--- src/rtl/steer_merge4_pkg.sv ---
// Shared dual-rail encodings, FSM state type and validity helper for steer_merge4.
package steer_pkg;

    localparam logic [1:0] DR_NULL    = 2'b00;
    localparam logic [1:0] DR_DATA0   = 2'b01;
    localparam logic [1:0] DR_DATA1   = 2'b10;
    localparam logic [1:0] DR_ILLEGAL = 2'b11;

    typedef enum logic [1:0] {
        S_NULL = 2'd0,
        S_DATA = 2'd1,
        S_RTN  = 2'd2
    } state_t;

    // Only the two single-rail-high codes carry data; NULL and 11 do not.
    function automatic logic dr_valid(input logic [1:0] dr);
        return (dr == DR_DATA0) || (dr == DR_DATA1);
    endfunction

endpackage

--- src/rtl/steer_merge4_rr_arb4.sv ---
// Combinational 4-way round-robin arbiter: first request at or after ptr wins.
module rr_arb4 (
    input  logic [3:0] req,
    input  logic [1:0] ptr,
    output logic [3:0] gnt,
    output logic [1:0] idx
);

    logic [3:0] rot;
    logic       found;
    logic [1:0] off;

    // rot[k] is the request k positions after the pointer.
    generate
        for (genvar gi = 0; gi < 4; gi++) begin : g_rot
            localparam logic [1:0] OFS = 2'(gi);
            logic [1:0] sel;
            assign sel     = ptr + OFS;
            assign rot[gi] = req[sel];
        end
    endgenerate

    always_comb begin
        found = 1'b0;
        off   = 2'd0;
        for (int k = 0; k < 4; k++) begin
            if (!found && rot[k]) begin
                found = 1'b1;
                off   = 2'(k);
            end
        end
    end

    assign idx = ptr + off;
    assign gnt = found ? (4'b0001 << idx) : 4'b0000;

endmodule

--- src/rtl/steer_merge4.sv ---
// 4-way NCL dual-rail merge with round-robin arbitration and one-hot source tag.
// Optional protocol checking is enabled by defining STEER_MERGE_ERRCHK_EN.
module steer_merge4
    import steer_pkg::*;
(
    input  logic       clk,
    input  logic       rst_n,
    input  logic [1:0] Ss,
    input  logic [1:0] Ts,
    input  logic [1:0] Us,
    input  logic [1:0] Vs,
    input  logic       ki,
    output logic [1:0] A,
    output logic [3:0] tagout,
    output logic [3:0] ko,
    output logic [3:0] err
);

    state_t     state_reg, state_next;
    logic [1:0] a_reg, a_next;
    logic [3:0] tag_reg, tag_next;
    logic [3:0] ko_reg, ko_next;
    logic [1:0] ptr_reg, ptr_next;
    logic [1:0] gidx_reg, gidx_next;

    logic [1:0] ch [4];
    logic [3:0] req;
    logic [3:0] gnt;
    logic [1:0] gnt_idx;

    assign ch[0] = Ss;
    assign ch[1] = Ts;
    assign ch[2] = Us;
    assign ch[3] = Vs;

    generate
        for (genvar gi = 0; gi < 4; gi++) begin : g_req
            assign req[gi] = dr_valid(ch[gi]);
        end
    endgenerate

    rr_arb4 u_arb (
        .req (req),
        .ptr (ptr_reg),
        .gnt (gnt),
        .idx (gnt_idx)
    );

    always_ff @(posedge clk or negedge rst_n) begin
        if (!rst_n) begin
            state_reg <= S_NULL;
            a_reg     <= DR_NULL;
            tag_reg   <= 4'b0000;
            ko_reg    <= 4'b1111;
            ptr_reg   <= 2'd0;
            gidx_reg  <= 2'd0;
        end else begin
            state_reg <= state_next;
            a_reg     <= a_next;
            tag_reg   <= tag_next;
            ko_reg    <= ko_next;
            ptr_reg   <= ptr_next;
            gidx_reg  <= gidx_next;
        end
    end

    always_comb begin
        state_next = state_reg;
        a_next     = a_reg;
        tag_next   = tag_reg;
        ko_next    = ko_reg;
        ptr_next   = ptr_reg;
        gidx_next  = gidx_reg;
        case (state_reg)
            S_NULL: begin
                if (ki && (|req)) begin
                    a_next     = ch[gnt_idx];
                    tag_next   = gnt;
                    ko_next    = ~gnt;
                    gidx_next  = gnt_idx;
                    state_next = S_DATA;
                end
            end
            S_DATA: begin
                if (!ki) begin
                    a_next     = DR_NULL;
                    tag_next   = 4'b0000;
                    state_next = S_RTN;
                end
            end
            S_RTN: begin
                // Release only once the source has withdrawn to NULL and the sink wants data.
                if (ki && (ch[gidx_reg] == DR_NULL)) begin
                    ko_next    = 4'b1111;
                    ptr_next   = gidx_reg + 2'd1;
                    state_next = S_NULL;
                end
            end
            default: state_next = S_NULL;
        endcase
    end

    assign A      = a_reg;
    assign tagout = tag_reg;
    assign ko     = ko_reg;

`ifdef STEER_MERGE_ERRCHK_EN
    logic [3:0] err_reg;
    logic [3:0] err_hit;

    // In S_DATA, A still holds the value latched from the granted channel.
    generate
        for (genvar gi = 0; gi < 4; gi++) begin : g_err
            assign err_hit[gi] = (ch[gi] == DR_ILLEGAL) ||
                                 ((state_reg == S_DATA) && tag_reg[gi] &&
                                  (ch[gi] != DR_NULL) && (ch[gi] != a_reg));
        end
    endgenerate

    always_ff @(posedge clk or negedge rst_n) begin
        if (!rst_n) begin
            err_reg <= 4'b0000;
        end else begin
            err_reg <= err_reg | err_hit;
        end
    end

    assign err = err_reg;
`else
    assign err = 4'b0000;
`endif

endmodule

--- config.mk ---
export PLATFORM = sky130hd
export DESIGN_NAME = steer_merge4
export DESIGN_NICKNAME = d
export VERILOG_FILES = /design/src/rtl/steer_merge4_pkg.sv /design/src/rtl/steer_merge4_rr_arb4.sv /design/src/rtl/steer_merge4.sv
export SDC_FILE = /design/constraint.sdc
export NUM_CORES = 1
export LEC_CHECK = 0
export BUFFER_PORTS_ARGS = -buffer_cell sky130_fd_sc_hd__buf_2
export CELL_PAD_IN_SITES_DETAIL_PLACEMENT = 0
export CELL_PAD_IN_SITES_GLOBAL_PLACEMENT = 1
export CORE_MARGIN = 1.5
export CORE_UTILIZATION = 24
export CTS_CLUSTER_DIAMETER = 100
export DETAILED_ROUTE_END_ITERATION = 8
export PLACE_DENSITY = 0.57
export SYNTH_ARGS = -nofsm -noshare
export SYNTH_HDL_FRONTEND = slang
export SYNTH_HIERARCHICAL = 1
export SYNTH_SLANG_ARGS = --single-unit
export TNS_END_PERCENT = 5
--- constraint.sdc ---
create_clock -name clk -period 2.65 [get_ports clk]
set_input_delay 0.53 -clock clk [delete_from_list [all_inputs] [get_ports clk]]
set_output_delay 0.53 -clock clk [all_outputs]
set_load 0.005 [all_outputs]
Word-level counts from Yosys, hierarchy flattened --
Cells that the tools add are included.
Word-level totals: bits in registers 16, bits in latches 0, bits in writable memories 0, bits in read-only memories 0, input bits 11, logic and storage cells 91, memories 0
Cells by class: add/subtract/negate cells 5, $mul 0, divide/modulo/power cells 0, order comparisons 6, eq/ne operators 13, shifts and indexed selects 1, mux-type cells 35, bitwise logic cells 3, reductions and logical operators 22
Operator list (count):
- 2-bit two-way mux | 11
- 4-bit two-way mux | 5
- 4-bit one-hot mux with 2 select lines | 2
- 2-bit by 3-bit < comparator with 1-bit output, second input constant | 4
- 2-bit by 1-bit == test with 1-bit output, second input constant | 5
- 2-bit == test, second input constant | 5
- 1-bit two-way mux | 9
- 3-bit AND reduction | 3
- 1-bit binary-select mux with 2-bit select | 4
- 2-bit binary-select mux with 2-bit select | 2
- 3-bit greater-or-equal comparator, second input constant | 2
- 2-bit != test, second input constant | 3
- 2-bit inverter with 3-bit output | 2
- 2-bit one-hot mux with 3 select lines | 1
- 1-bit logical AND | 5
- 2-bit by 1-bit adder with 2-bit output, second input constant | 2
- 2-bit adder, second input constant | 2
- 2-bit logical NOT | 2
- 1-bit logical OR | 4
- 4-bit inverter | 1
- 2-bit one-hot mux with 2 select lines | 1
- 2-bit AND reduction | 2
- 2-bit nonzero test | 2
- 4-bit OR reduction | 1
- other kinds (3) | 5

Logic depth before layout (Yosys ltp) --
depth in word-level cells 21, mapped depth 12, depth with buffers taken out 11

Cells and area by module --
The synthesis kept the hierarchy.
Modules (own cells, without submodules):
- steer_merge4 | times used 1, cells each 71, area each 839.6 µm²
- rr_arb4 | times used 1, cells each 39, area each 271.5 µm²

Least setup slack after synthesis --
Ideal clock, no wire load.
path kind input port to flip-flop, start input Ss[0], end register a_reg[0] (netlist: A[0]), arrival 2382 ps, slack 142 ps, stages on the path 11, cells stage by stage xor2_1 -> nor2_1 -> nor3_1 -> a21oi_1 -> o211ai_1 -> ha_1 -> xnor2_1 -> xnor2_1 -> mux4_1 -> nand3_1 -> o21ai_0
On the way: cells in the longest elaborated chain, start to end 21, elaborated cells on any way between the ends 34, those cells by class 1 x add/sub; 3 x eq/ne; 19 x mux; 1 x bitwise; 10 x reduce/logical
RTL lines:
- start, declared | line steer_merge4.sv:8 | input logic [1:0] Ss,
- 2-bit by 1-bit == test with 1-bit output / 2-bit == test (equally long branches) | line steer_merge4_pkg.sv:17 | return (dr == DR_DATA0) || (dr == DR_DATA1);
- 1-bit logical OR (*) | line steer_merge4_pkg.sv:17
- 1-bit binary-select mux with 2-bit select | line steer_merge4_rr_arb4.sv:19 | assign rot[gi] = req[sel];
- 1-bit two-way mux (not written as such) | line steer_merge4_rr_arb4.sv:19
- 1-bit two-way mux | line steer_merge4_rr_arb4.sv:27 | if (!found && rot[k]) begin
- 1-bit logical NOT | line steer_merge4_rr_arb4.sv:27
- 1-bit logical AND | line steer_merge4_rr_arb4.sv:27
- 1-bit two-way mux | line steer_merge4_rr_arb4.sv:27
- (+5 left out)
- 2-bit two-way mux (*) | line steer_merge4_rr_arb4.sv:27
- 2-bit adder (*) | line steer_merge4_rr_arb4.sv:34 | assign idx = ptr + off;
- via gnt_idx[1] | line steer_merge4.sv:29 | logic [1:0] gnt_idx;
- 2-bit inverter with 3-bit output (not written as such) (*) | line steer_merge4.sv:77 | a_next = ch[gnt_idx];
- 2-bit binary-select mux with 2-bit select (*) | line steer_merge4.sv:77
- 2-bit two-way mux (not written as such) (*) (2 in a row) | line steer_merge4.sv:77
- 2-bit two-way mux (*) | line steer_merge4.sv:76 | if (ki && (|req)) begin
- 2-bit one-hot mux with 2 select lines (*) | line steer_merge4.sv:74 | case (state_reg)
- end signal, assigned | line steer_merge4.sv:59 | a_reg <= a_next;
- end, declared | line steer_merge4.sv:20 | logic [1:0] a_reg, a_next;
Mark *: on every way through the listed nets, which the timed path passes. The rest lies on a longest branch. The select of a mux whose other input is x is not followed. A chain may end at the register's enable or synchronous reset.

Final worst setup path --
start input Us[0], end register a_reg[0] (netlist: A[0])
On the way: cells in the longest elaborated chain, start to end 21, elaborated cells on any way between the ends 34, those cells by class 1 x add/sub; 3 x eq/ne; 19 x mux; 1 x bitwise; 10 x reduce/logical
RTL lines:
- start, declared | line steer_merge4.sv:10 | input logic [1:0] Us,
- 2-bit by 1-bit == test with 1-bit output / 2-bit == test (equally long branches) | line steer_merge4_pkg.sv:17
- 1-bit logical OR (*) | line steer_merge4_pkg.sv:17
- via req[2] | line steer_merge4.sv:27 | logic [3:0] req;
- 1-bit binary-select mux with 2-bit select | line steer_merge4_rr_arb4.sv:19
- 1-bit two-way mux (not written as such) | line steer_merge4_rr_arb4.sv:19
- 1-bit two-way mux | line steer_merge4_rr_arb4.sv:27
- 1-bit logical NOT | line steer_merge4_rr_arb4.sv:27
- 1-bit logical AND | line steer_merge4_rr_arb4.sv:27
- (+6 left out)
- 2-bit two-way mux (*) | line steer_merge4_rr_arb4.sv:27
- 2-bit adder (*) | line steer_merge4_rr_arb4.sv:34
- via gnt_idx[0] | line steer_merge4.sv:29
- 2-bit inverter with 3-bit output (not written as such) (*) | line steer_merge4.sv:77
- 2-bit binary-select mux with 2-bit select (*) | line steer_merge4.sv:77
- 2-bit two-way mux (not written as such) (*) (2 in a row) | line steer_merge4.sv:77
- 2-bit two-way mux (*) | line steer_merge4.sv:76
- 2-bit one-hot mux with 2 select lines (*) | line steer_merge4.sv:74
Marked as above.

==> flow_summary.yaml <==
floorplanning:
  die_area_um2: 5047
  rows: 24
  core_um2: 4414
  initial_core_util: 0.2517
  chipHeight_um: 71.04
  ios: 25
  die_w_um: 71.04
power_and_ir_drop:
  report.power.total_mw: 1.551
  leakage_nw: 0.6502
  p_int_mw: 0.9425
  p_sw_mw: 0.6082
  vdd_drop_max_mv: 0.4740
  p_per_area_nw_per_um2: 1065
  combPwrFrac: 0.557
  swShare: 0.3922
  seqPwrFrac: 0.303
  clkPwrFrac: 0.140
clock_network:
  cts.sinks: 16
  htree_num_levels: 1
  cts_root_buf: "clkbuf_8"
  hold_buffers: 0
  clk_pin_slew_ns: 0.07
  cts_made_buffers: 3
  clock_path_buffers: 2
  clk_latency_ns: 0.25
  cts_tree: "built"
final_layout:
  fill_cells: 441
  seq_area_um2: 405.4
  multi_input_area_um2: 669.4
  n_antenna_cell: 0
  drive_gt1_frac: 0.4054
  fin_nets: 161
  areaGrowthSynthToFinish_pct: 31.08
logic_synthesis:
  synth_compound_area_frac: 0.1869
  synth_top_family_by_area: "compound AO/OA/AOI/OAI gates"
  synth_edf_count: 0
  async_reset_ff_frac: 1.000
  synth.cell_area_um2: 1111
  ys_top_cells_by_area: "dfrtp_1 (27%), dfstp_2 (9.5%), mux2i_1 (5.4%)"
  yosys_warnings: 6
  synth_cell_type_count: 40
  synth_most_common_cell: "dfrtp_1"
  synthMuxAreaShare: 0.1284
  synth_xor_area_frac: 0.06306
  yosysSeqAreaShare: 0.3649
  syn_area_per_cell_um2: 10.10
  synthFlopType: "dfrtp_1"
  synth_fa_ha_area_frac: 0.01126
  synth_cells: 110
  synth-seq-cells: 16
  synth_commonest_cells: "dfrtp_1 (12), nand2b_1 (8)"
  netlist.area_leader.share: 0.2703
  synth_top_area_cell: "dfrtp_1"
  synthSimpleGateAreaFrac: 0.1723
global_route:
  grt_pass1_vias: 932
  busiest_layer: "met2"
  grt_antenna_before_repair: 0
  globalRouteMet3Util: 0.02564
  grtUsageTotal: 0.1050
  grt-ovfl-total: 0
  met1_usage: 0.1355
  use_met2: 0.1838
  grt_max_degree: 17
  grt_pass1_wl_um: 4278
run_status:
  status: "complete, no violations"
placement:
  hpwl_um: 2056
  place_ws_ns: -0.1220
  gp_congestion: 0.7169
  port_buffers: 20
route:
  route.detailed.drc: 0
  viasPerCell: 4.660
  drt_iter0_drc: 23
  avgRoutedWirePerCell_um: 12.90
  antenna_left: 0
  routed_wl_um: 2579
  vias: 932
  drtPass1Iterations: 4
timing:
  rsz0062_at_grt: "false"
  whs_ns: 0.1780
  fin_ws_ns: 0.2210
  fin_skew_ns: 0.006839
  hold_viol: 0
  clock.fmax_mhz: 411.7
  setup-violations-final: 0
  slew_violations: 0
  fin_crit_sh: 0.9166
  finalCriticalPeriod_ns: 2.429
worst_setup_path:
  critPathRequiredTime_ns: 2.77
  endpoint_kind: "flop"
  reg2reg_depth: 7
  start_kind: "primary input"
  reg2reg_to: "A[0]"
  r2r_start: "ptr_reg[0]"
  worst-setup-path-type: "primary input to flop"
  r2r_setup_slack_ns: 0.32
  worstPathArrival_ns: 2.55
  crit_fanout: 5
hold_path:
  hold_class: "primary input to asynchronous set/reset pin"
flow_run:
  cap_violations: 0
-- final cells by class --
cell class,instances,share of cell area
Clock buffer,4,0.03780
Tap cell,52,0.04467
Timing Repair Buffer,40,0.1718
Inverter,3,0.007732
Sequential cell,16,0.2784
Multi-Input combinational cell,85,0.4596
-- worst max-delay path, stage by stage --
cell and delay (ns):
buf_2 0.11, xor2_1 0.19, nor2_1 0.19, nor3_1 0.07, a21oi_1 0.16, o211ai_1 0.10, ha_1 0.41, mux4_1 0.59
nand3_1 0.10, o21ai_0 0.10
-- through the flow --
| step | setup TNS [ns] | area [µm²] | instances | util |
|---|---|---|---|---|
| 2_1_floorplan | 0 | 1122 | 113 | - |
| 3_3_place_gp | -0.2349 | 1371 | 196 | 0.3107 |
| 3_5_place_dp | -0.3438 | 1371 | 196 | 0.3107 |
| 4_1_cts | 0 | 1426 | 200 | 0.3231 |
| 5_1_grt | 0 | 1456 | 200 | 0.3299 |
| 6_report | 0 | 1456 | 200 | 0.3299 |
-- layer usage --
| layer | part of all wire | wire length (µm) |
|---|---|---|
| met1 | 0.46 | 1195 |
| met2 | 0.49 | 1262 |
| met3 | 0.043 | 110 |
| met4 | 0.0039 | 10 |
| met5 | 0 | 0 |
-- worst max path at each step --
stage	slack (ns)	startpoint	end	cells after the start
floorplan	0.14	Ss[0]	A[0]	11
global placement	-0.1	Vs[0]	A[0]	12
detailed placement	-0.12	Ts[0]	A[0]	12
CTS	0.13	Ts[0]	A[0]	12
global route	0.01	Us[0]	ko[3]	12
finish	0.22	Us[0]	A[0]	10
-- kinds of logic after synthesis --
logic type	Yosys count
DFF	16
muxes	11
and+or+nand+nor	35
xor gates and xnor gates	8
AOI/OAI and AO/OA	26
buffers and inverters	12
other	1
adders and majority gates	1
-- what timing repair did --
item                                   CTS  global route
endpoints found under the hold margin    0             0
resized for setup                        0             5
setup endpoints to repair                0             5
setup buffers                            0             0
-- cells in the final DEF, fill, tap and decap left out, drive strengths merged, types with 3 or more instances in the layout --
master,synthesis,final
buf,8,40
dfrtp,12,12
nand2b,8,8
nand3,6,6
mux2i,6,6
nand2,6,6
xor2,6,6
nor2,5,5
nor3,4,4
a22o,4,4
o31a,4,4
conb,1,4
clkbuf,1,4
dfstp,4,4
o21ai,3,3
a21oi,3,3
mux2,3,3
inv,3,3
-- power groups by stage --
stage | clock, mW | combinational (mW) | sequential [mW]
6_report | 0.217 | 0.863 | 0.470
3_5_place_dp | 0 | 0.846 | 0.472
4_1_cts | 0.223 | 0.850 | 0.470
3_3_place_gp | 0 | 0.836 | 0.467
2_1_floorplan | 0 | 0.647 | 0.425
5_1_grt | 0.239 | 0.948 | 0.486
Power figures use the tool's default switching activity.
